[config.mk]
export PLATFORM = sky130hd
export DESIGN_NAME = ysyx_22040729_lsu
export DESIGN_NICKNAME = d
export VERILOG_FILES = /design/src/rtl/ysyx_22040729_lsu.sv
export SDC_FILE = /design/constraint.sdc
export NUM_CORES = 1
export LEC_CHECK = 0
export ABC_AREA = 1
export BUFFER_PORTS_ARGS = -buffer_cell sky130_fd_sc_hd__clkbuf_2
export CORE_MARGIN = 8
export CORE_UTILIZATION = 50
export DETAILED_ROUTE_END_ITERATION = 10
export PLACE_DENSITY = 0.83
export SLEW_MARGIN = 10
export SYNTH_ARGS = -nofsm -noshare
export SYNTH_HDL_FRONTEND = slang
export SYNTH_SLANG_ARGS = --single-unit
[constraint.sdc]
create_clock -name clk -period 8.6 [get_ports clk]
set_input_delay 0.86 -clock clk [delete_from_list [all_inputs] [get_ports clk]]
set_output_delay 0.86 -clock clk [all_outputs]
set_load 0.01 [all_outputs]
[src/rtl/ysyx_22040729_lsu.sv]
// Load/store unit: one request at a time; partial stores are done as read-modify-write on a 64-bit memory port.
// Optional build macro MISALIGN_TRAP_EN: misaligned accesses return resp_err=1 and make no memory access.
module ysyx_22040729_lsu #(
  parameter int unsigned ADDR_WIDTH = 16,
  parameter int unsigned DATA_WIDTH = 64
) (
  input  logic                  clk,
  input  logic                  rst,
  input  logic                  req_valid,
  output logic                  req_ready,
  input  logic                  req_wen,
  input  logic [1:0]            req_size,
  input  logic                  req_unsigned,
  input  logic [ADDR_WIDTH-1:0] req_addr,
  input  logic [DATA_WIDTH-1:0] req_wdata,
  output logic                  resp_valid,
  input  logic                  resp_ready,
  output logic [DATA_WIDTH-1:0] resp_rdata,
  output logic                  resp_err,
  output logic                  mem_wen,
  output logic [ADDR_WIDTH-1:0] mem_addr,
  output logic [DATA_WIDTH-1:0] mem_wdata,
  input  logic [DATA_WIDTH-1:0] mem_rdata
);

  localparam int unsigned NLANES = DATA_WIDTH / 8;

  typedef enum logic [1:0] {IDLE, READ, WRITE, RESP} state_t;

  state_t                state_q, state_d;
  logic                  wen_q, wen_d;
  logic [1:0]            size_q, size_d;
  logic                  uns_q, uns_d;
  logic [ADDR_WIDTH-1:0] addr_q, addr_d;
  logic [DATA_WIDTH-1:0] wdata_q, wdata_d;

  logic                  req_ready_d, resp_valid_d, resp_err_d, mem_wen_d;
  logic [DATA_WIDTH-1:0] resp_rdata_d, mem_wdata_d;
  logic [ADDR_WIDTH-1:0] mem_addr_d;
  logic                  mis_c;

  // Sign/zero extension of the low B/H/W field; D passes through.
  function automatic logic [DATA_WIDTH-1:0] load_ext(input logic [DATA_WIDTH-1:0] d,
                                                      input logic [1:0] sz, input logic uns);
    case (sz)
      2'd0:    load_ext = {{(DATA_WIDTH-8){~uns & d[7]}}, d[7:0]};
      2'd1:    load_ext = {{(DATA_WIDTH-16){~uns & d[15]}}, d[15:0]};
      2'd2:    load_ext = {{(DATA_WIDTH-32){~uns & d[31]}}, d[31:0]};
      default: load_ext = d;
    endcase
  endfunction

  // Replace the low (1<<sz) byte lanes of the old word with store data.
  function automatic logic [DATA_WIDTH-1:0] merge(input logic [DATA_WIDTH-1:0] old_w,
                                                   input logic [DATA_WIDTH-1:0] new_w,
                                                   input logic [1:0] sz);
    logic [3:0] n;
    n = 4'd1 << sz;
    for (int i = 0; i < NLANES; i++) begin
      merge[8*i +: 8] = (4'(i) < n) ? new_w[8*i +: 8] : old_w[8*i +: 8];
    end
  endfunction

`ifdef MISALIGN_TRAP_EN
  logic [2:0] amask_c;
  assign amask_c = 3'((4'd1 << req_size) - 4'd1);
  assign mis_c   = |(req_addr[2:0] & amask_c);
`else
  assign mis_c   = 1'b0;
`endif

  always_comb begin
    state_d      = state_q;
    wen_d        = wen_q;
    size_d       = size_q;
    uns_d        = uns_q;
    addr_d       = addr_q;
    wdata_d      = wdata_q;
    mem_wen_d    = 1'b0;
    mem_addr_d   = mem_addr;
    mem_wdata_d  = mem_wdata;
    resp_valid_d = resp_valid;
    resp_rdata_d = resp_rdata;
    resp_err_d   = resp_err;
    unique case (state_q)
      IDLE: begin
        if (req_valid) begin
          wen_d   = req_wen;
          size_d  = req_size;
          uns_d   = req_unsigned;
          addr_d  = req_addr;
          wdata_d = req_wdata;
          if (mis_c) begin
            state_d      = RESP;
            resp_valid_d = 1'b1;
            resp_rdata_d = '0;
            resp_err_d   = 1'b1;
          end else if (req_wen && req_size == 2'd3) begin
            state_d     = WRITE;
            mem_wen_d   = 1'b1;
            mem_addr_d  = req_addr;
            mem_wdata_d = req_wdata;
          end else begin
            state_d    = READ;
            mem_addr_d = req_addr;
          end
        end
      end
      READ: begin
        if (wen_q) begin
          state_d     = WRITE;
          mem_wen_d   = 1'b1;
          mem_wdata_d = merge(mem_rdata, wdata_q, size_q);
        end else begin
          state_d      = RESP;
          resp_valid_d = 1'b1;
          resp_rdata_d = load_ext(mem_rdata, size_q, uns_q);
          resp_err_d   = 1'b0;
        end
      end
      WRITE: begin
        state_d      = RESP;
        resp_valid_d = 1'b1;
        resp_rdata_d = '0;
        resp_err_d   = 1'b0;
      end
      RESP: begin
        if (resp_ready) begin
          state_d      = IDLE;
          resp_valid_d = 1'b0;
        end
      end
      default: state_d = IDLE;
    endcase
    req_ready_d = (state_d == IDLE);
  end

  always_ff @(posedge clk or posedge rst) begin
    if (rst) begin
      state_q    <= IDLE;
      wen_q      <= 1'b0;
      size_q     <= 2'd0;
      uns_q      <= 1'b0;
      addr_q     <= '0;
      wdata_q    <= '0;
      req_ready  <= 1'b1;
      resp_valid <= 1'b0;
      resp_rdata <= '0;
      resp_err   <= 1'b0;
      mem_wen    <= 1'b0;
      mem_addr   <= '0;
      mem_wdata  <= '0;
    end else begin
      state_q    <= state_d;
      wen_q      <= wen_d;
      size_q     <= size_d;
      uns_q      <= uns_d;
      addr_q     <= addr_d;
      wdata_q    <= wdata_d;
      req_ready  <= req_ready_d;
      resp_valid <= resp_valid_d;
      resp_rdata <= resp_rdata_d;
      resp_err   <= resp_err_d;
      mem_wen    <= mem_wen_d;
      mem_addr   <= mem_addr_d;
      mem_wdata  <= mem_wdata_d;
    end
  end

endmodule

Word-level counts from Yosys, hierarchy flattened --
Cells that the tools add are included. W data, S select, Z words.
Storage, ports and cells: bits in registers 218, bits of input ports 152, word-level logic and storage cells 76
Cells by class: order comparisons 8, eq/ne operators 11, shift operators 1, mux-type cells 29, bitwise logic cells 5, reduce and logical (&&, ||, !) cells 10
Operator list (count):
- $mux W64 | 4
- $pmux W64 S2 | 2
- $pmux W64 S3 | 1
- $mux W8 | 8
- $lt A3 B4 Y1 const A | 4
- $ne A2 B2 Y1 const B | 5
- $eq A2 B2 Y1 const B | 4
- $lt A1 B4 Y1 const A | 2
- $lt A2 B4 Y1 const A | 2
- $pmux W2 S4 | 1
- $mux W1 | 7
- $logic_not A2 Y1 | 3
- $mux W2 | 3
- $eq A2 B1 Y1 const B | 2
- $pmux W1 S2 | 2
- $reduce_and A2 Y1 | 2
- $reduce_and A4 Y1 | 1
- $reduce_bool A2 Y1 | 2
- $shl A1 B2 Y4 const A | 1
- $and A1 B1 Y1 | 3
- $pmux W1 S3 | 1
- $reduce_and A3 Y1 | 1
- $not A1 Y1 | 2
- $logic_and A1 B1 Y1 | 1

Longest topological paths before layout --
Gate-level depths: netlist (run 1).
depth in word-level cells 6, mapped depth 9, depth with buffers taken out 7

Worst setup path before layout (run 1) --
Ideal clock, no wire load.
path kind input to register, start point in req_size[1], end point reg mem_wdata[10], library setup time 117 ps, arrival 1579 ps, required time 8483 ps, slack 6904 ps, stages 8, cell sequence nand3_1 -> nor2_1 -> nor2_1 -> inv_2 -> buf_2 -> buf_2 -> nand2_1 -> nand2_1
Between the ends: word-level cells in the longest chain between the ends 4
RTL lines:
- start, declared | line 12 | input logic [1:0] req_size,
- $eq A2 B2 Y1 | line 98 | end else if (req_wen && req_size == 2'd3) begin
- $logic_and A1 B1 Y1 | line 98
- $ne A2 B2 Y1 (no line)
- $reduce_and A4 Y1 (no line)
- end signal, assigned | line 166 | mem_wdata <= mem_wdata_d;
- end, declared | line 22 | output logic [DATA_WIDTH-1:0] mem_wdata,
Every way passes these cells. A chain may end at the register's enable or synchronous reset.

Worst setup path in the final report (run 1) --
start point reg size_q[1], end point reg resp_rdata[60]
Between the ends: word-level cells in the longest chain between the ends 4, elaborated cells between the ends (all ways) 6, classes of those cells eq/ne: 2; mux: 3; reduce/logical: 1
RTL lines:
- start, declared | line 32 | logic [1:0] size_q, size_d;
- start signal, assigned | line 156 | size_q <= size_d;
- $eq A2 B2 Y1 (tied with other cells) | line 45 | case (sz)
- $pmux W64 S3 * | line 45
- $mux W64 * | line 110 | if (wen_q) begin
- $pmux W64 S2 * | line 85 | unique case (state_q)
- end signal, assigned | line 162 | resp_rdata <= resp_rdata_d;
- end, declared | line 18 | output logic [DATA_WIDTH-1:0] resp_rdata,
Every way passes the cells marked *; elsewhere a longest branch is shown, timed or not. The select of a mux whose other input is x is not followed.

==> results of run 1 <==
==> worst reg2reg max path, cell delays in order, from the launching register on <==
cell and delay [ps]:
dfrtp_1 760, nor2_4 580, nand3_1 770, nand3_1 310
buf_4 390, nand3_1 150, nand2_1 110
==> cell families (layout without fill, tap and decap cells) <==
group	count (synthesis)	in the layout	share of synthesized area (%)
other cells	1	2	0.0376
buf+inv	155	424	6.36
flops	217	217	54.5
compound gates	164	164	8.61
simple gates	780	780	30.5
==> per-layer routing <==
layer	track usage [%]	vias up
met5	0	-
met4	11.3	0
met3	6.83	84
met2	40.1	453
met1	29.8	4472
li1	-	4575
==> layout make-up <==
cell class,count,area (um2)
fill,1704,7120
clock inverter,6,83.8
antenna,1,2.50
multi-input combinational,945,3950
tap,265,332
clock buffer,37,761
timing repair buffer,309,1570
inverter,72,278
sequential,217,5430
==> path summary, 6_finish.rpt <==
kind | from | to | slack [ps]
setup / recovery | size_q[1] | resp_rdata[60] | 5480
hold / removal | resp_rdata[2] | resp_rdata[2] | 470
setup reg to reg | size_q[1] | resp_rdata[60] | 5480
hold reg to reg | resp_rdata[2] | resp_rdata[2] | 470
max in group asynchronous | rst | resp_rdata[10] | 6610
min in group asynchronous | rst | resp_rdata[54] | 610
==> cells in the mapped netlist <==
| cell | count |
|---|---|
| nand2_1 | 660 |
| inv_2 | 4 |
| o21ai_1 | 13 |
| nand2_2 | 1 |
| o211ai_1 | 15 |
| buf_4 | 2 |
| dfstp_2 | 1 |
| clkinv_1 | 1 |
| conb_1 | 1 |
| nand3_1 | 48 |
| buf_2 | 36 |
| buf_1 | 8 |
| clkbuf_1 | 37 |
| nor2_1 | 52 |
| nor2_2 | 1 |
| or2_2 | 17 |
| inv_1 | 67 |
| dfrtp_1 | 216 |
| nor2_4 | 1 |
| o21ai_0 | 136 |
==> where the power goes <==
group / switching (W) / internal [W]
logic: 0.00126 / 0.000626
registers: 0.000273 / 0.00147
clock network: 0.000412 / 0.000667
==> flip-flops by register name, indices dropped and copies added, names as in the netlist <==
signal / count
mem_wdata: 64
resp_rdata: 64
wdata_q: 64
mem_addr: 16
size_q: 2
state_q: 2
mem_wen: 1
req_ready: 1
resp_valid: 1
uns_q: 1
wen_q: 1
==> metrics by stage <==
step,total power [W],util [%]
CTS,0.00473,63.5
global placement,0.00356,59.2
floorplan,0.00292,-
finish,0.00470,63.6
global route,0.00504,63.6
detailed placement,0.00363,59.2
==> qor.txt, run 1 <==
Post-CTS Repair Setup Buffers: 0
clock skew: 18.1 ps
CP cell instances: nor2_4 > nand3_1 > nand3_1 > buf_4 > nand3_1 > nand2_1
CP max stage delay: 770 ps
grt total ovfl: 0
global-route wire length before repair: 48.4 mm
commonest non-fill, non-tap cell in the layout: nand2_1
CTS clk-pin slew, worst paths: 60 ps
slowest CP cell: nand3_1
Routed met2 length: 14.3 mm
final hold vios: 0
GRT Total Usage: 24.6%
met3 routed WL: 3.16 mm
WP depth: 6
cell mode on critical path: nand3_1
fin area: 12400 um2
crit-path max FO: 36
dpl ws: 5430 ps
Hold-fix buffers, CTS: 0
Worst slew margin: 30.0%
final net count: 1721
I/O Buffers: 298
Core Area: 19500 um2
via count: 9584
Mapped Nets: 1469
post-synth top area cell: dfrtp_1
Netlist cell types: 20
Clock Tree Root: clkbuf_16
Skew-Pair Late Insertion Delay: 520 ps
Cell Rows: 51
crit share post-route: 36.3%
CP Launch Type: register
Tmin final: 3120 ps
PnR worst setup slack: 5480 ps
Worst Path Buf+Inv: 1
DP HPWL: 21.0 mm
WS Path Type: register to register
total power per unit cell area: 379 nW/um2
Syn Std Cell Area: 9970 um2
io pins: 300
Initial Util: 51.1%
placed insts: 1808
outcome: complete, no violations
Crit path required time: 9040 ps
DRT met1 WL: 12.3 mm
Non-Filler Instances: 1852
WL per Instance: 16.8 um
Area Growth Syn to Fin: 24.5%
clk sinks: 217
Slew Limit Fails: 0
Leak Pwr: 7.12 nW
VDD IR-drop max: 0.191 mV
Max Cap Violations: 0
Yosys top cell area share: 54.2%
Hold Path Class: register to register
post-route ant nets: 0
vias per inst: 5.17
FF-to-FF path depth: 6
share of post-route cells with drive strength above 1: 24.0%
Residual DRC: 0
Die Y-Extent: 157 um
drt first pass iters: 5
most frequent cells in the layout: nand2_1, clkbuf_2, dfrtp_1, o21ai_0, inv_1
hold path depth: 2
Least-Margin Pin Slew: 1050 ps
setup-violating endpoint count in the final report: 0
H-tree lvl count: 1
RSZ-0062 raised after global routing: false
CTS tree: built
Syn Inst Count: 1317
ranking of synthesized cells by area: dfrtp_1, nand2_1, o21ai_0
antenna violations before repair: 1
Yosys warnings: 0
RePlAce Congestion: 0.912
#FFs+latches synth: 217
FMAX: 0.321 GHz
CTS Buffer Depth: 3
Die ar.: 24700 um2
CP Capture Type: register
critical path's top delay family: simple AND/OR/NAND/NOR gates
Hold Slack: 470 ps
Die Width: 157 um
register area share after synthesis: 54.5%
max layer used: met4
critical path arrival: 3560 ps
Avg Cell Area, Syn: 7.57 um2
CTS Buf Count: 24
largest net degree at the start of global routing: 157
number of global-route vias before repair: 9618
initial DRC count: 746
# resized after CTS: 0
setup TNS: 0 ps
Final Routed Wirelength: 31.0 mm
Placed Area: 11600 um2
Note: power is estimated with default switching activity, not from simulation.
==> inputs of run 2 (changes only) <==
--- a/config.mk
+++ b/config.mk
@@ -8,9 +8,9 @@
 export ABC_AREA = 1
 export BUFFER_PORTS_ARGS = -buffer_cell sky130_fd_sc_hd__clkbuf_2
 export CORE_MARGIN = 8
-export CORE_UTILIZATION = 50
+export CORE_UTILIZATION = 47
 export DETAILED_ROUTE_END_ITERATION = 10
-export PLACE_DENSITY = 0.83
+export PLACE_DENSITY = 0.82
 export SLEW_MARGIN = 10
 export SYNTH_ARGS = -nofsm -noshare
 export SYNTH_HDL_FRONTEND = slang
==> constraint.sdc (replaced) <==
create_clock -name clk -period 2.8 [get_ports clk]
set_input_delay 0.28 -clock clk [delete_from_list [all_inputs] [get_ports clk]]
set_output_delay 0.28 -clock clk [all_outputs]
set_load 0.01 [all_outputs]
==> run 2 against run 1 <==
Sequential share of layout area is 2.4 points lower. Non-clock buffer count is 70 higher. Maximum frequency is 50% higher. Die area is 5.7% higher. Sequential cell count stayed put. Combinational power grew to 3.2 times the previous value. Clock power grew to 3.1 times the previous value. First-iteration DRC count is 15% higher. Core utilization is 0.95 points lower. Clock skew is 8.2 ps lower. Critical endpoint is now resp_rdata[44].
==> qor.txt, run 2 (synthesis results as in run 1) <==
Hold Path Class: input port to register
CP Launch Type: register
Max Cap Violations: 0 (unchanged)
Power Total: 0.0147 W (+210%)
CP Capture Type: register
Slew Limit Fails: 0 (unchanged)
grt total ovfl: 0 (unchanged)
Final Routed Wirelength: 33.3 mm (+7.4%)
post-route ant nets: 0 (unchanged)
Crit path required time: 3240 ps (-5800 ps)
r2r startpoint: state_q[1]
Reg area: 5430 um2 (unchanged)
Clock Tree Root: clkbuf_16
final hold vios: 0 (unchanged)
RSZ-0062 raised after global routing: false
hold_sp: req_unsigned
H-tree lvl count: 1 (unchanged)
DP HPWL: 22.0 mm (+4.8%)
io pins: 300 (unchanged)
Largest regs: mem_wdata: 64 flops, resp_rdata: 64 flops, wdata_q: 64 flops
final net count: 1792 (+4.1%)
number of global-route vias before repair: 10200 (+6.2%)
via count: 10100 (+5.6%)
Die Y-Extent: 162 um (+2.8%)
Initial Util: 47.6% (-3.5 points)
CTS Buf Count: 25 (+4.2%)
Cell Rows: 53 (+3.9%)
Multi-input gate area: 3950 um2 (unchanged)
RePlAce Congestion: 0.881 (-3.4%)
CTS tree: built
Final Util: 62.6% (-0.95 points)
total power per unit cell area: 1120 nW/um2 (+200%)
share of post-route cells with drive strength above 1: 23.5% (-0.50 points)
Least-Margin Pin Slew: 962 ps (-88.0 ps)
Tmin final: 2080 ps (-1030 ps)
Core Area: 21000 um2 (+7.3%)
CTS Buffer Depth: 3 (unchanged)
WS Path Type: register to register
clock skew: 9.83 ps (-8.24 ps)
# resized after CTS: 0 (unchanged)
crit share post-route: 74.4% (+38 points)
Die Width: 162 um (+2.8%)
WL per Instance: 17.2 um (+2.7%)
GRT Total Usage: 24.9% (+0.34 points)
CTS clk-pin slew, worst paths: 60 ps (about the same)
largest net degree at the start of global routing: 91 (-42%)
Die ar.: 26100 um2 (+5.7%)
setup-violating endpoint count in the final report: 0 (unchanged)
Leak Pwr: 7.41 nW (+4.1%)
Crit. Startpoint: state_q[1]
global-route wire length before repair: 53.2 mm (+9.8%)
crit-path max FO: 40 (+11%)
outcome: complete, no violations
Area Growth Syn to Fin: 31.6%
VDD IR-drop max: 0.626 mV (+230%)
Hold Slack: 15.8 ps (-454 ps)
clk sinks: 217 (unchanged)
Residual DRC: 0 (unchanged)
Skew-Pair Late Insertion Delay: 510 ps (about the same)
initial DRC count: 857 (+15%)
Worst slew margin: 35.8% (+5.9 points)
drt first pass iters: 7 (+2)
vias per inst: 5.22 (+0.96%)
commonest non-fill, non-tap cell in the layout: nand2_1
antenna violations before repair: 4 (+3)
FMAX: 0.480 GHz (+50%)
critical path arrival: 2520 ps (-1040 ps)
Layout fillers: 1825 (+7.1%)
I/O Buffers: 298 (unchanged)
most frequent cells in the layout: nand2_1, clkbuf_2, dfrtp_1, o21ai_0, inv_1
run 2: cell types whose count changed in the layout (fill, tap and decap cells not counted), sizes merged:
cell | previous run | this run
bufinv | 2 | 3
clkinv | 4 | 5
clkinvlp | 0 | 1
inv | 72 | 71
dlygate4sd3 | 0 | 58
buf | 11 | 23
diode | 1 | 4
run 2: per-stage QoR:
step	worst slack (ps)	setup TNS [ps]	instance area, um2	cells
global route	598	0	13100	1937
global placement	885	0	11700	1830
finish	716	0	13100	1937
floorplan	-305	-65950	9970	1317
CTS	754	0	13100	1933
detailed placement	788	0	11700	1830
run 2: report_power, final:
| group | internal, W | switching [W] | total (W) | leakage (nW) |
|---|---|---|---|---|
| Combinational | 0.00205 | 0.00400 | 0.00605 | 4.23 |
| Clock | 0.00203 | 0.00127 | 0.00330 | 0.409 |
| Sequential | 0.00451 | 0.000825 | 0.00533 | 2.78 |
| Total | 0.00859 | 0.00609 | 0.0147 | 7.41 |
run 2: cell type report:
| cell class | instances | area share [%] |
|---|---|---|
| Timing Repair Buffer | 379 | 17.4 |
| Tap cell | 275 | 2.62 |
| Clock inverter | 8 | 0.906 |
| Clock buffer | 37 | 5.42 |
| Antenna cell | 4 | 0.0763 |
| Inverter | 72 | 2.09 |
| Multi-Input combinational cell | 945 | 30.1 |
| Sequential cell | 217 | 41.4 |
run 2: worst max-delay path: stages, from the launching register on:
cell and delay, ps:
dfrtp_1 440, inv_2 100, nand2_2 120, nor2_4 50, nor2_4 520, buf_4 510, nand2_1 120, nand2_1 120
run 2: layer usage:
| layer | up-vias | part of all wire [%] | GRT usage, % |
|---|---|---|---|
| met5 | - | 0 | 0 |
| met4 | 0 | 3.3 | 9.47 |
| met3 | 86 | 10 | 5.72 |
| met2 | 564 | 48 | 41.3 |
| met1 | 4761 | 39 | 31.2 |
| li1 | 4709 | - | - |
run 2: path summary, 6_finish.rpt:
path                       slack (ps)  cells past startpoint              to
min                                20                      3           uns_q
min in group asynchronous         370                      3   mem_wdata[46]
min reg2reg                       470                      2     wdata_q[49]
max in group asynchronous        1580                      4     wdata_q[37]
max reg2reg                       720                      7  resp_rdata[44]
max                               720                      7  resp_rdata[44]
run 2: what timing repair did:
item / 4_1_cts / 5_1_grt
hold endpoints to repair: 74 / 0
hold buffers: 58 / 0
buffers inserted: 0 / 0
==> inputs of run 3 (changes only) <==
==> constraint.sdc (replaced) <==
create_clock -name clk -period 1.71 [get_ports clk]
set_input_delay 0.171 -clock clk [delete_from_list [all_inputs] [get_ports clk]]
set_output_delay 0.171 -clock clk [all_outputs]
set_load 0.01 [all_outputs]
==> run 3 against run 2 <==
Register-to-register slack worse by 600 ps. Global-route usage up 1.1 points. Sequential share of layout area down 2.2 points. Final area up 5.6%. Critical path depth unchanged. Total power up 71%. Die area unchanged. Combinational power up 74%. Critical path type unchanged.
==> qor.txt, run 3 (synthesis results as in run 1) <==
CP Launch Type: register
Routed met2 length: 16.7 mm (+4.6%)
largest net degree at the start of global routing: 96 (+5.5%)
final hold vios: 0 (unchanged)
RSZ-0062 raised after global routing: false
via count: 10500 (+3.3%)
Switching Share: 40.6% (-0.94 points)
CP max stage delay: 400 ps (-120 ps)
Hold Path Class: input port to register
critical path's top delay family: buffers and inverters
initial DRC count: 806 (-6.0%)
H-tree lvl count: 1 (unchanged)
Crit path required time: 2150 ps (-1090 ps)
combinational share of power: 42.0% (+0.8 points)
vias per inst: 5.26 (+0.62%)
grt total ovfl: 0 (unchanged)
most frequent cells in the layout: nand2_1, clkbuf_2, dfrtp_1, o21ai_0, dlygate4sd3_1
Leak Pwr: 7.73 nW (+4.2%)
Worst Path Buf+Inv: 2 (unchanged)
number of global-route vias before repair: 10700 (+4.2%)
final net count: 1844 (+2.9%)
RePlAce Congestion: 0.902 (+2.4%)
CP cell instances: buf_4 > nor2_4 > buf_4 > o21ai_0 > o21ai_0 > nand2_1 > nand2_1
Least-Margin Pin Slew: 562 ps (-400 ps)
Die ar.: 26100 um2 (unchanged)
FMAX: 0.629 GHz (+31%)
Placed Area: 11900 um2 (+2.0%)
Die Width: 162 um (unchanged)
Hold Slack: 20.2 ps (+4.39 ps)
setup-violating endpoint count in the final report: 0 (unchanged)
global-route wire length before repair: 55.4 mm (+4.3%)
Skew-Pair Late Insertion Delay: 510 ps (about the same)
CTS Buf Count: 24 (-4.0%)
antenna violations before repair: 4 (unchanged)
part of the power in the clock network: 23.1% (+0.6 points)
post-route ant nets: 0 (unchanged)
slowest CP cell: dfrtp_1
Worst slew margin: 62.5% (+27 points)
DRT met1 WL: 13.2 mm (+2.0%)
total power per unit cell area: 1810 nW/um2 (+62%)
Cell Rows: 53 (unchanged)
clock skew: 8.13 ps (-1.69 ps)
Slew Limit Fails: 0 (unchanged)
Clock Tree Root: clkbuf_16
GRT Total Usage: 26.0% (+1.1 points)
Tmin final: 1590 ps (-494 ps)
io pins: 300 (unchanged)
Final Routed Wirelength: 34.5 mm (+3.4%)
setup TNS: 0 ps (unchanged)
commonest non-fill, non-tap cell in the layout: nand2_1
Core Area: 21000 um2 (unchanged)
crit share post-route: 93.0% (+19 points)
Initial Util: 47.6% (unchanged)
met3 routed WL: 3.44 mm (+2.5%)
Max Cap Violations: 0 (unchanged)
critical path arrival: 2030 ps (-490 ps)
Residual DRC: 0 (unchanged)
VDD IR-drop max: 1.20 mV (+92%)
CTS Buffer Depth: 3 (unchanged)
P_sw: 0.0102 W (+67%)
I/O Buffers: 298 (unchanged)
outcome: complete, no violations
max layer used: met4
Die Y-Extent: 162 um (unchanged)
sequential share of power: 35.0% (-1.3 points)
Power Total: 0.0251 W (+71%)
CTS clk-pin slew, worst paths: 60 ps (about the same)
WS Path Type: register to register
internal power: 0.0149 W (+74%)
CP Capture Type: register
clk sinks: 217 (unchanged)
share of post-route cells with drive strength above 1: 23.6% (+0.12 points)
CTS tree: built
Area Growth Syn to Fin: 39.0%
WL per Instance: 17.3 um (+0.74%)
DP HPWL: 21.9 mm (-0.18%)
Largest regs: mem_wdata: 64 flops, resp_rdata: 64 flops, wdata_q: 64 flops
crit-path max FO: 23 (-43%)
fin area: 13900 um2 (+5.6%)
drt first pass iters: 6 (-1)
run 3: changes by cell type in the layout (fill, tap and decap cells not counted), sizes merged:
cell	previous run	this run
inv	71	70
clkinv	5	8
dlygate4sd3	58	102
bufinv	3	6
buf	23	32
clkbuf	335	328
run 3: cell type report:
type	count	area (um2)
multi-input combinational	945	3950
sequential	217	5430
timing repair buffer	432	2960
inverter	72	274
fill	1609	7100
tap	275	344
clock inverter	13	219
clock buffer	30	674
antenna	4	10.0
run 3: path summary, 6_finish.rpt:
kind / end / slack [ps] / start / cells after the start
worst min-delay path: resp_rdata[33] / 20 / mem_rdata[33] / 4
worst max-delay path: mem_wdata[43] / 120 / state_q[1] / 7
worst min register to register: wdata_q[47] / 470 / wdata_q[47] / 2
min in group asynchronous: mem_wdata[51] / 290 / rst / 4
worst max register to register: mem_wdata[43] / 120 / state_q[1] / 7
max in group asynchronous: mem_wdata[28] / 880 / rst / 4
run 3: stage by stage:
stage / util, % / std cells / worst slack, ps
2_1_floorplan: - / 1317 / -1290
3_3_place_gp: 56.9 / 1839 / 101
3_5_place_dp: 56.9 / 1839 / 15.6
4_1_cts: 66.1 / 1984 / 3.98
5_1_grt: 66.1 / 1988 / 35.9
6_report: 66.1 / 1988 / 120
run 3: worst reg2reg max path, cell delays in order, from the launching register on:
cell	delay (ps)
dfrtp_1	400
buf_4	160
nor2_4	140
buf_4	280
o21ai_0	130
o21ai_0	250
nand2_1	100
nand2_1	70
run 3: what timing repair did:
item / 4_1_cts / 5_1_grt
setup endpoints to repair: 0 / 64
buffers inserted: 0 / 0
hold buffers: 102 / 0
gates resized for setup: 0 / 2
endpoints found under the hold margin: 333 / 0
run 3: routing by layer:
metal	up-vias	GRT usage, %
met5	-	0
met4	0	9.64
met3	103	6.50
met2	607	43.7
met1	4916	31.9
li1	4825	-
run 3: power groups by stage:
stage	clock [W]	combinational, W	sequential [W]
after floorplan	0	0.00559	0.00912
after global placement	0	0.00991	0.00868
after detailed placement	0	0.0102	0.00871
after CTS	0.00588	0.0104	0.00870
after global routing	0.00609	0.0118	0.00897
final	0.00579	0.0105	0.00879
